<file path="src/rtl/mcu_bus_pkg.sv">
// mcu_bus_pkg: address map, word geometry and state enum shared by the MCU bus writer and readback blocks
package mcu_bus_pkg;
  localparam logic [7:0] WR_ADDR_FIRST = 8'h00;
  localparam logic [7:0] WR_ADDR_LAST = 8'h0F;
  localparam logic [7:0] RB_OFF_0 = 8'd0;
  localparam logic [7:0] RB_OFF_1 = 8'd1;
  localparam logic [7:0] RB_OFF_2 = 8'd2;
  localparam logic [7:0] RB_OFF_3 = 8'd3;
  localparam logic [7:0] RB_OFF_VERSION = 8'd4;
  localparam int BYTES_PER_WORD = 6;
  typedef enum logic {IDLE, ACTIVE} rb_state_e;
endpackage

</file>
<file path="src/rtl/mcu_strobe_sync.sv">
// mcu_strobe_sync: two-stage synchronizer for an idle-high MCU strobe with fall/rise pulses
module mcu_strobe_sync (
  input  logic clk,
  input  logic rst,
  input  logic strobe,
  output logic level,
  output logic fall,
  output logic rise
);
  logic ireg_d, ireg_q, dly_d, dly_q;
  always_comb begin
    ireg_d = strobe;
    dly_d = ireg_q;
  end
  always_ff @(posedge clk) begin
    if (rst) begin
      ireg_q <= 1'b1;
      dly_q <= 1'b1;
    end else begin
      ireg_q <= ireg_d;
      dly_q <= dly_d;
    end
  end
  assign level = ireg_q;
  assign fall = ~ireg_q & dly_q;
  assign rise = ireg_q & ~dly_q;
endmodule

</file>
<file path="src/rtl/mcu_readback.sv">
// mcu_readback: snapshots a selected 48-bit status word and returns it MSB-first, one byte per MCU read strobe
module mcu_readback
  import mcu_bus_pkg::*;
#(
  parameter logic [7:0]  BASE_ADDR = 8'h10,
  parameter logic [47:0] VERSION_ID = 48'h000000000001
) (
  input  logic        i_main_clk,
  input  logic        i_reset,
  input  logic        i_read_strobe,
  input  logic        i_control_strobe,
  input  logic [7:0]  i_data,
  input  logic [47:0] i_readback_0,
  input  logic [47:0] i_readback_1,
  input  logic [47:0] i_readback_2,
  input  logic [47:0] i_readback_3,
  output logic [7:0]  o_data,
  output logic        o_data_oe,
  output logic        o_transfer_active
);
  logic rd_level, rd_fall, rd_rise, ctl_level, ctl_fall, ctl_rise;
  logic unused_sync;
  logic [7:0] data_d, data_q, off, out_d, out_q;
  logic [47:0] src, shreg_d, shreg_q;
  logic [2:0] rem_d, rem_q;
  logic load, oe_d, oe_q, act_d, act_q;
  rb_state_e state_d, state_q;

  mcu_strobe_sync u_rd_sync (
    .clk(i_main_clk), .rst(i_reset), .strobe(i_read_strobe),
    .level(rd_level), .fall(rd_fall), .rise(rd_rise)
  );
  mcu_strobe_sync u_ctl_sync (
    .clk(i_main_clk), .rst(i_reset), .strobe(i_control_strobe),
    .level(ctl_level), .fall(ctl_fall), .rise(ctl_rise)
  );
  assign unused_sync = &{1'b0, rd_fall, ctl_level, ctl_rise};

  // Offset wraps below BASE_ADDR, so a single unsigned compare bounds both ends.
  assign off = data_q - BASE_ADDR;
  assign load = ctl_fall && off <= RB_OFF_VERSION;
  assign src = off == RB_OFF_0 ? i_readback_0 :
               off == RB_OFF_1 ? i_readback_1 :
               off == RB_OFF_2 ? i_readback_2 :
               off == RB_OFF_3 ? i_readback_3 : VERSION_ID;

  always_comb begin
    data_d = i_data;
    state_d = state_q;
    shreg_d = shreg_q;
    rem_d = rem_q;
    if (load) begin
      state_d = ACTIVE;
      shreg_d = src;
      rem_d = 3'(BYTES_PER_WORD);
    end else if (rd_rise && state_q == ACTIVE) begin
      shreg_d = {shreg_q[39:0], 8'h00};
      rem_d = rem_q - 3'd1;
      state_d = rem_q == 3'd1 ? IDLE : ACTIVE;
    end
    out_d = state_q == ACTIVE ? shreg_q[47:40] : 8'h00;
    oe_d = ~rd_level;
    act_d = state_q == ACTIVE;
  end

  always_ff @(posedge i_main_clk) begin
    if (i_reset) begin
      data_q <= 8'h00;
      state_q <= IDLE;
      shreg_q <= 48'h0;
      rem_q <= 3'd0;
      out_q <= 8'h00;
      oe_q <= 1'b0;
      act_q <= 1'b0;
    end else begin
      data_q <= data_d;
      state_q <= state_d;
      shreg_q <= shreg_d;
      rem_q <= rem_d;
      out_q <= out_d;
      oe_q <= oe_d;
      act_q <= act_d;
    end
  end

  assign o_data = out_q;
  assign o_data_oe = oe_q;
  assign o_transfer_active = act_q;
endmodule
</file>
<file path="config.mk">
export PLATFORM = sky130hd
export DESIGN_NAME = mcu_readback
export DESIGN_NICKNAME = d
export VERILOG_FILES = /design/src/rtl/mcu_bus_pkg.sv /design/src/rtl/mcu_strobe_sync.sv /design/src/rtl/mcu_readback.sv
export SDC_FILE = /design/constraint.sdc
export NUM_CORES = 1
export LEC_CHECK = 0
export BUFFER_PORTS_ARGS = -buffer_cell sky130_fd_sc_hd__buf_4
export CORE_MARGIN = 1
export CORE_UTILIZATION = 40
export DETAILED_ROUTE_END_ITERATION = 16
export HOLD_SLACK_MARGIN = 0.06
export PLACE_DENSITY = 0.72
export SETUP_SLACK_MARGIN = 0.02
export SLEW_MARGIN = 20
export SYNTH_ARGS = -nofsm -noshare
export SYNTH_HDL_FRONTEND = slang
export SYNTH_HIERARCHICAL = 1
export SYNTH_SLANG_ARGS = --single-unit
</file>
<file path="constraint.sdc">
create_clock -name i_main_clk -period 1.75 [get_ports i_main_clk]
set_input_delay 0.35 -clock i_main_clk [delete_from_list [all_inputs] [get_ports i_main_clk]]
set_output_delay 0.35 -clock i_main_clk [all_outputs]
set_load 0.01 [all_outputs]
</file>
# == Word-level counts from Yosys, hierarchy flattened ==
# Index checks and enable logic that the tools add are counted.
# word_totals
reg_bits,74
latchBits,0
ram_bits,0
mem_bits_ro,0
out_inout_bits,10
mem_count,0
# op_classes
addsub,2
multipliers,0
div,0
n_lt_le_gt_ge,1
eq_ne,4
shifts,0
mux,11
bitwise,6
reduce_logical,6
# op_table
cell,count
$mux 48,6
$eq 8x2->1 const B,2
$eq 8x1->1 const B,1
$le 8x3->1 const B,1
$logic_not 8->1,1
$sub 8x5->8 const B,1
$mux 3,2
$not 1->1,4
$reduce_or 2->1,2
$eq 3x1->1 const B,1
$mux 1,3
$sub 3x1->3 const B,1
$and 1x1->1,2
$logic_and 1x1->1,2
$reduce_bool 2->1,1

# == Longest topological paths before layout ==
# Gate-level depths: netlist of run 1.
# depth
word_depth,7
mapped_depth,7

# == Modules after synthesis ==
# The synthesis of run 1 kept the hierarchy.
# by_module_without_submodules
module,instances,cells_per_inst,area_each_um2
mcu_readback,1,554,4499.3
mcu_strobe_sync,2,6,66.3

# == Least setup slack after synthesis of run 1 ==
# OpenSTA, ideal clock, no wires.
# synth_path
path_type,reg2reg
start,register u_rd_sync.ireg_q (netlist: u_rd_sync/level)
end,register shreg_q[40]
setup_ns,0.152
arrival_ns,1.409
t_required_ns,1.598
slack_ns,0.189
path_stages_with_launch,6
synth_period_minus_slack_ns,1.561
path_cell_list,dfxtp_1 -> nor2b_1 -> nand2_1 -> clkbuf_1 -> o21ai_0 -> a221oi_2
# synth_between
elab_chain_cells,3
# synth_lines
item,line,rtl
"start, declared",mcu_strobe_sync.sv:10,"logic ireg_d, ireg_q, dly_d, dly_q;"
"start signal, assigned",mcu_strobe_sync.sv:20,ireg_q <= ireg_d;
$and 1x1->1,mcu_strobe_sync.sv:26,assign rise = ireg_q & ~dly_q;
named net rd_rise,mcu_readback.sv:21,"logic rd_level, rd_fall, rd_rise, ctl_level, ctl_fall, ctl_rise;"
$logic_and 1x1->1,mcu_readback.sv:56,end else if (rd_rise && state_q == ACTIVE) begin
$reduce_bool 2->1 (no source line),-,
"end signal, assigned",mcu_readback.sv:78,shreg_q <= shreg_d;
"end, declared",mcu_readback.sv:24,"logic [47:0] src, shreg_d, shreg_q;"
# The timed path passes the listed nets, and every way through them passes these cells.
# A chain may end at the register's enable or synchronous reset.

# == Worst setup path in the final report of run 1 ==
# layout_path
start,register data_q[3]
end,register shreg_q[12]
# layout_between
elab_chain_cells,7
# layout_lines
item,line,rtl
"start, declared",mcu_readback.sv:23,"logic [7:0] data_d, data_q, off, out_d, out_q;"
"start signal, assigned",mcu_readback.sv:76,data_q <= data_d;
$sub 8x5->8 *,mcu_readback.sv:40,assign off = data_q - BASE_ADDR;
$eq 8x2->1,mcu_readback.sv:45,off == RB_OFF_3 ? i_readback_3 : VERSION_ID;
$mux 48,mcu_readback.sv:45,
$mux 48,mcu_readback.sv:44,off == RB_OFF_2 ? i_readback_2 :
$mux 48,mcu_readback.sv:43,off == RB_OFF_1 ? i_readback_1 :
$mux 48,mcu_readback.sv:42,assign src = off == RB_OFF_0 ? i_readback_0 :
$mux 48,mcu_readback.sv:52,if (load) begin
# Every way passes the cells marked *; elsewhere a longest branch is shown, timed or not.

==> metrics, run 1 <==
clock skew=5.49 ps; DRC viols=0; vias in the first global route=4482; n_diodes=0; drt pass-1 iters=4; CTS tree=built; Gate Count Post-Synth=564; Worst VDD drop=0.362 mV; most frequent cells in the layout=227 x buf_4, 91 x nand2_1, 75 x o21ai_0, 72 x dfxtp_1, 47 x mux2i_1; Synth Cell Area=4620 sq um; Die Ht=109 microns; Worst-path clk slew=60 ps; gpl congestion=0.766; Crit. End Element=flip-flop; num rows=38; peak per-stage delay on the critical path=320 ps; Layout area overhead=43.9%; Port Buffers=213; Avg Vias per Cell=5.22; Syn. warnings=6; WHS Path Cells=2; WP data arrival=1900 ps; Slew HR=59.2%; CP max stage cell=dfxtp_1; Hold Crit Class=in2reg; commonest non-fill, non-tap cell in the layout=buf_4; startpoint types=flip-flop; syn nets=770; worst slew pin tran=604 ps; DP Wirelength=9.73 mm; drt wl/cell=14.3 microns; Longest Clk Path Bufs=2; NetSw=1030 uW; CTS Hold Bufs=0; grt ovf=0; endpoints failing setup=0; total die area=12000 sq um; Req. time, crit path=1970 ps; antenna violations before repair=0; Power Internal=3360 uW; first-pass GRT wire length=20.0 mm; I/O Pins=214; Post-Route WL=12.9 mm; combinational share of power=18.0%; layout cells sized above 1=38.2%; Mean Syn Cell Area=8.19 sq um; Leak=0.00269 uW; final setup margin=70.7 ps; post-place setup slack=83.5 ps; First DRT Iteration DRCs=198; hold_ws=205 ps; final-report max-slew violation count=0; GRT Util Overall=21.1%; starting density of the core=41.9%; Clock power frac=42.3%; crit path cell chain=nor3b_4 > and4b_1 > buf_12 > o211ai_1 > a221oi_1; vias=4704; total CTS buffers=9; Die W=109 microns; fmax=595 MHz; worst skew pair latency=330 ps; status=complete, no violations; CTS HTree Levels=3; clk sinks=74; final period utilization=96.0%; register share of total power=39.8%; Sw Ratio=23.4%; Max Cap Violations=0; Setup CP Type=reg2reg; critical-path maximum fanout=37; fin nets=962; Final ANT Viol Nets=0; PD cells=661 nW/um^2; Hold Violations, Final=0; RSZ-0062 raised after global routing=true; pin count of the biggest net entering global routing=53; clock root cell=clkbuf_16; Reg2Reg Depth=5; Core Area=11000 sq um; min Tclk post-route=1680 ps
-- final timing paths --
path	slack (ps)	endpoint	startpoint
hold reg to reg	430	u_ctl_sync/dly_q	u_ctl_sync/level
setup reg to reg	70	shreg_q[12]	data_q[3]
setup / recovery	70	shreg_q[12]	data_q[3]
hold / removal	200	u_rd_sync/level	i_read_strobe
-- critical path: cells and delay by family (launching register included) --
family          cells  cell delay, ps
simple gates        2             590
flops               1             320
buf+inv             1             200
compound gates      2             430
-- metrics by stage --
step                      cells  instance area [sq um]  util (%)  TNS [ps]  total power (uW)
after CTS                   900                   6620      60.0         0              4420
after global placement      884                   6320      57.3         0              2560
after detailed placement    884                   6320      57.3         0              2570
after floorplan             564                   4620         -         0              2130
final                       901                   6650      60.2         0              4390
after global routing        901                   6650      60.2     -20.4              4550
-- registers in the layout (all words and copies together) (netlist names) --
| signal | cells |
|---|---|
| act_d | 1 |
| data_q | 8 |
| o_data | 8 |
| o_data_oe | 1 |
| o_transfer_active | 1 |
| rem_q | 3 |
| shreg_q | 48 |
| u_ctl_sync/dly_q | 1 |
| u_ctl_sync/level | 1 |
| u_rd_sync/dly_q | 1 |
| u_rd_sync/level | 1 |
-- power groups by stage --
stage / sequential [uW] / combinational (uW) / clock, uW
2_1_floorplan: 1770 / 364 / 0
3_3_place_gp: 1780 / 776 / 0
3_5_place_dp: 1780 / 789 / 0
4_1_cts: 1750 / 793 / 1880
5_1_grt: 1750 / 865 / 1940
6_report: 1750 / 790 / 1860
-- metal layers --
metal  vias to the layer above  track usage [%]  share of wire (%)
met5                         -                0                  0
met2                       148             40.1                 53
li1                       2392                -                  -
met1                      2153             24.0                 41
met3                        11             3.08                5.3
met4                         0             6.76               0.96
-- area by class of cell --
cell class / instances / area, sq um
clock buffer: 12 / 256
fill: 989 / 4390
sequential: 74 / 1490
multi-input combinational: 396 / 2700
tap: 140 / 175
timing repair buffer: 233 / 1820
clock inverter: 4 / 50.0
inverter: 42 / 158
-- timing repair --
action | CTS | global route
buffers inserted | 0 | 1
resized for setup | 0 | 4
hold endpoints to repair | 0 | 0
setup endpoints to repair | 0 | 16
(Power assumes the default switching activity.)
==> inputs of run 2 (changes only) <==
MAX_ROUTING_LAYER = met4   (was unset)
==> run 2 against run 1 <==
  * Sequential cell count did not move
  * Critical endpoint unchanged
  * Hold slack gained 2.7 ps
  * Clock-buffer cell count is the same
==> metrics, run 2 (same netlist as run 1, synthesis figures left out) <==
GRT Util Overall=21.7% (was 21.1%); drt pass-1 iters=4 (unchanged); min Tclk post-route=1680 ps (about the same); register share of total power=39.8% (about the same); Crit. End Element=flip-flop (unchanged); commonest non-fill, non-tap cell in the layout=buf_4 (unchanged); total CTS buffers=9 (unchanged); DRC viols=0 (unchanged); max FFs per register=48 (unchanged); Die W=109 microns (unchanged); fin nets=962 (unchanged); Final Cell Area=6650 sq um (unchanged); Req. time, crit path=1970 ps (about the same); final period utilization=95.7% (was 96.0%); CTS HTree Levels=3 (unchanged); starting density of the core=41.9% (unchanged); CTS Hold Bufs=0 (unchanged); gpl congestion=0.776 (was 0.766); Power Internal=3360 uW (about the same); Inst Count DP=884 (unchanged); crit path cell chain=nor3b_4 > and4b_1 > buf_12 > o211ai_1 > a221oi_1 (unchanged); critical-path maximum fanout=37 (unchanged); combinational share of power=18.0% (about the same); First DRT Iteration DRCs=230 (was 198); Hold Crit Class=in2reg (unchanged); NetSw=1020 uW (was 1030 uW); worst skew pair latency=320 ps (was 330 ps); vias in the first global route=4479 (was 4482); grt ovf=0 (unchanged); Longest Clk Path Bufs=2 (unchanged); Top delay family on crit path=simple AND/OR/NAND/NOR gates (unchanged); Clock power frac=42.2% (was 42.3%); peak per-stage delay on the critical path=320 ps (about the same); RSZ-0062 raised after global routing=true (unchanged); fmax=597 MHz (was 595 MHz); Leak=0.00269 uW (unchanged); drt wl/cell=14.3 microns (about the same); Layout area overhead=43.9% (unchanged); Buf/Inv on CP=1 (unchanged); Hold Violations, Final=0 (unchanged); worst slew pin tran=603 ps (was 604 ps); clock skew=4.93 ps (was 5.49 ps); pin count of the biggest net entering global routing=53 (unchanged); Max Cap Violations=0 (unchanged); hold_ws=207 ps (was 205 ps); Post-Route WL=12.9 mm (about the same); num rows=38 (unchanged); Worst VDD drop=0.362 mV (about the same); most flop-heavy register=shreg_q (unchanged); Worst-path clk slew=60 ps (about the same); PD cells=660 nW/um^2 (was 661 nW/um^2); most frequent cells in the layout=227 x buf_4, 91 x nand2_1, 75 x o21ai_0, 72 x dfxtp_1, 47 x mux2i_1 (unchanged); WP data arrival=1890 ps (was 1900 ps); CP max stage cell=dfxtp_1 (unchanged); fin cells=901 (unchanged); endpoints failing setup=0 (unchanged); layout cells sized above 1=38.2% (unchanged); Slew HR=59.3% (was 59.2%); first-pass GRT wire length=20.0 mm (about the same); vias=4697 (was 4704); Port Buffers=213 (unchanged); total die area=12000 sq um (unchanged); CTS tree=built (unchanged); final setup margin=74.6 ps (was 70.7 ps); antenna violations before repair=0 (unchanged); post-place setup slack=83.5 ps (unchanged); I/O Pins=214 (unchanged); Die Ht=109 microns (unchanged); DP Wirelength=9.73 mm (unchanged); Final ANT Viol Nets=0 (unchanged); clk sinks=74 (unchanged); total chip power=4390 uW (about the same); status=complete, no violations (unchanged); final-report max-slew violation count=0 (unchanged); Setup CP Type=reg2reg (unchanged); n_diodes=0 (unchanged); Sw Ratio=23.3% (was 23.4%); Core Area=11000 sq um (unchanged); clock root cell=clkbuf_16 (unchanged); startpoint types=flip-flop (unchanged); Avg Vias per Cell=5.21 (was 5.22); Cell Area, Placed=6320 sq um (unchanged)
run 2: area by class of cell:
| type | count | area (sq um) |
|---|---|---|
| fill | 989 | 4390 |
| multi-input combinational | 396 | 2700 |
| timing repair buffer | 233 | 1820 |
| sequential | 74 | 1490 |
| clock buffer | 12 | 256 |
| tap | 140 | 175 |
| inverter | 42 | 158 |
| clock inverter | 4 | 50.0 |
run 2: routing by layer:
layer  share of wire, %  wire length, microns  up-vias  GRT usage, %
li1                   -                     -     2392             -
met1                 41                  5290     2152          24.1
met2                 53                  6810      143          40.0
met3                5.5                   711       10          3.08
met4               0.91                   118        0          6.76
met5                  0                     0        -             -
run 2: final timing paths:
check                           depth (start not counted)             start               end  slack [ps]
worst min register to register                          1  u_ctl_sync/level  u_ctl_sync/dly_q         430
worst max register to register                          5         data_q[3]       shreg_q[12]          70
worst min-delay path                                    2     i_read_strobe   u_rd_sync/level         210
worst max-delay path                                    5         data_q[3]       shreg_q[12]          70
run 2: worst register-to-register path, cell delays in order, from the launching register on:
cell	delay [ps]
dfxtp_1	320
nor3b_4	300
and4b_1	290
buf_12	210
o211ai_1	150
a221oi_1	310
run 2: what timing repair did:
| action | in CTS | in global routing |
|---|---|---|
| buffers inserted | 0 | 1 |
| resized for setup | 0 | 4 |
| endpoints found under the setup margin | 0 | 16 |
run 2: power groups by stage:
| stage | Clock, uW | Combinational [uW] | Sequential [uW] |
|---|---|---|---|
| floorplan | 0 | 364 | 1770 |
| global placement | 0 | 776 | 1780 |
| detailed placement | 0 | 789 | 1780 |
| CTS | 1880 | 793 | 1750 |
| global route | 1940 | 865 | 1750 |
| finish | 1850 | 790 | 1750 |
run 2: stage by stage:
stage          setup TNS, ps  utilization, %
6_report                   0            60.2
4_1_cts                    0            60.0
2_1_floorplan              0               -
3_5_place_dp               0            57.3
5_1_grt                -19.5            60.2
3_3_place_gp               0            57.3
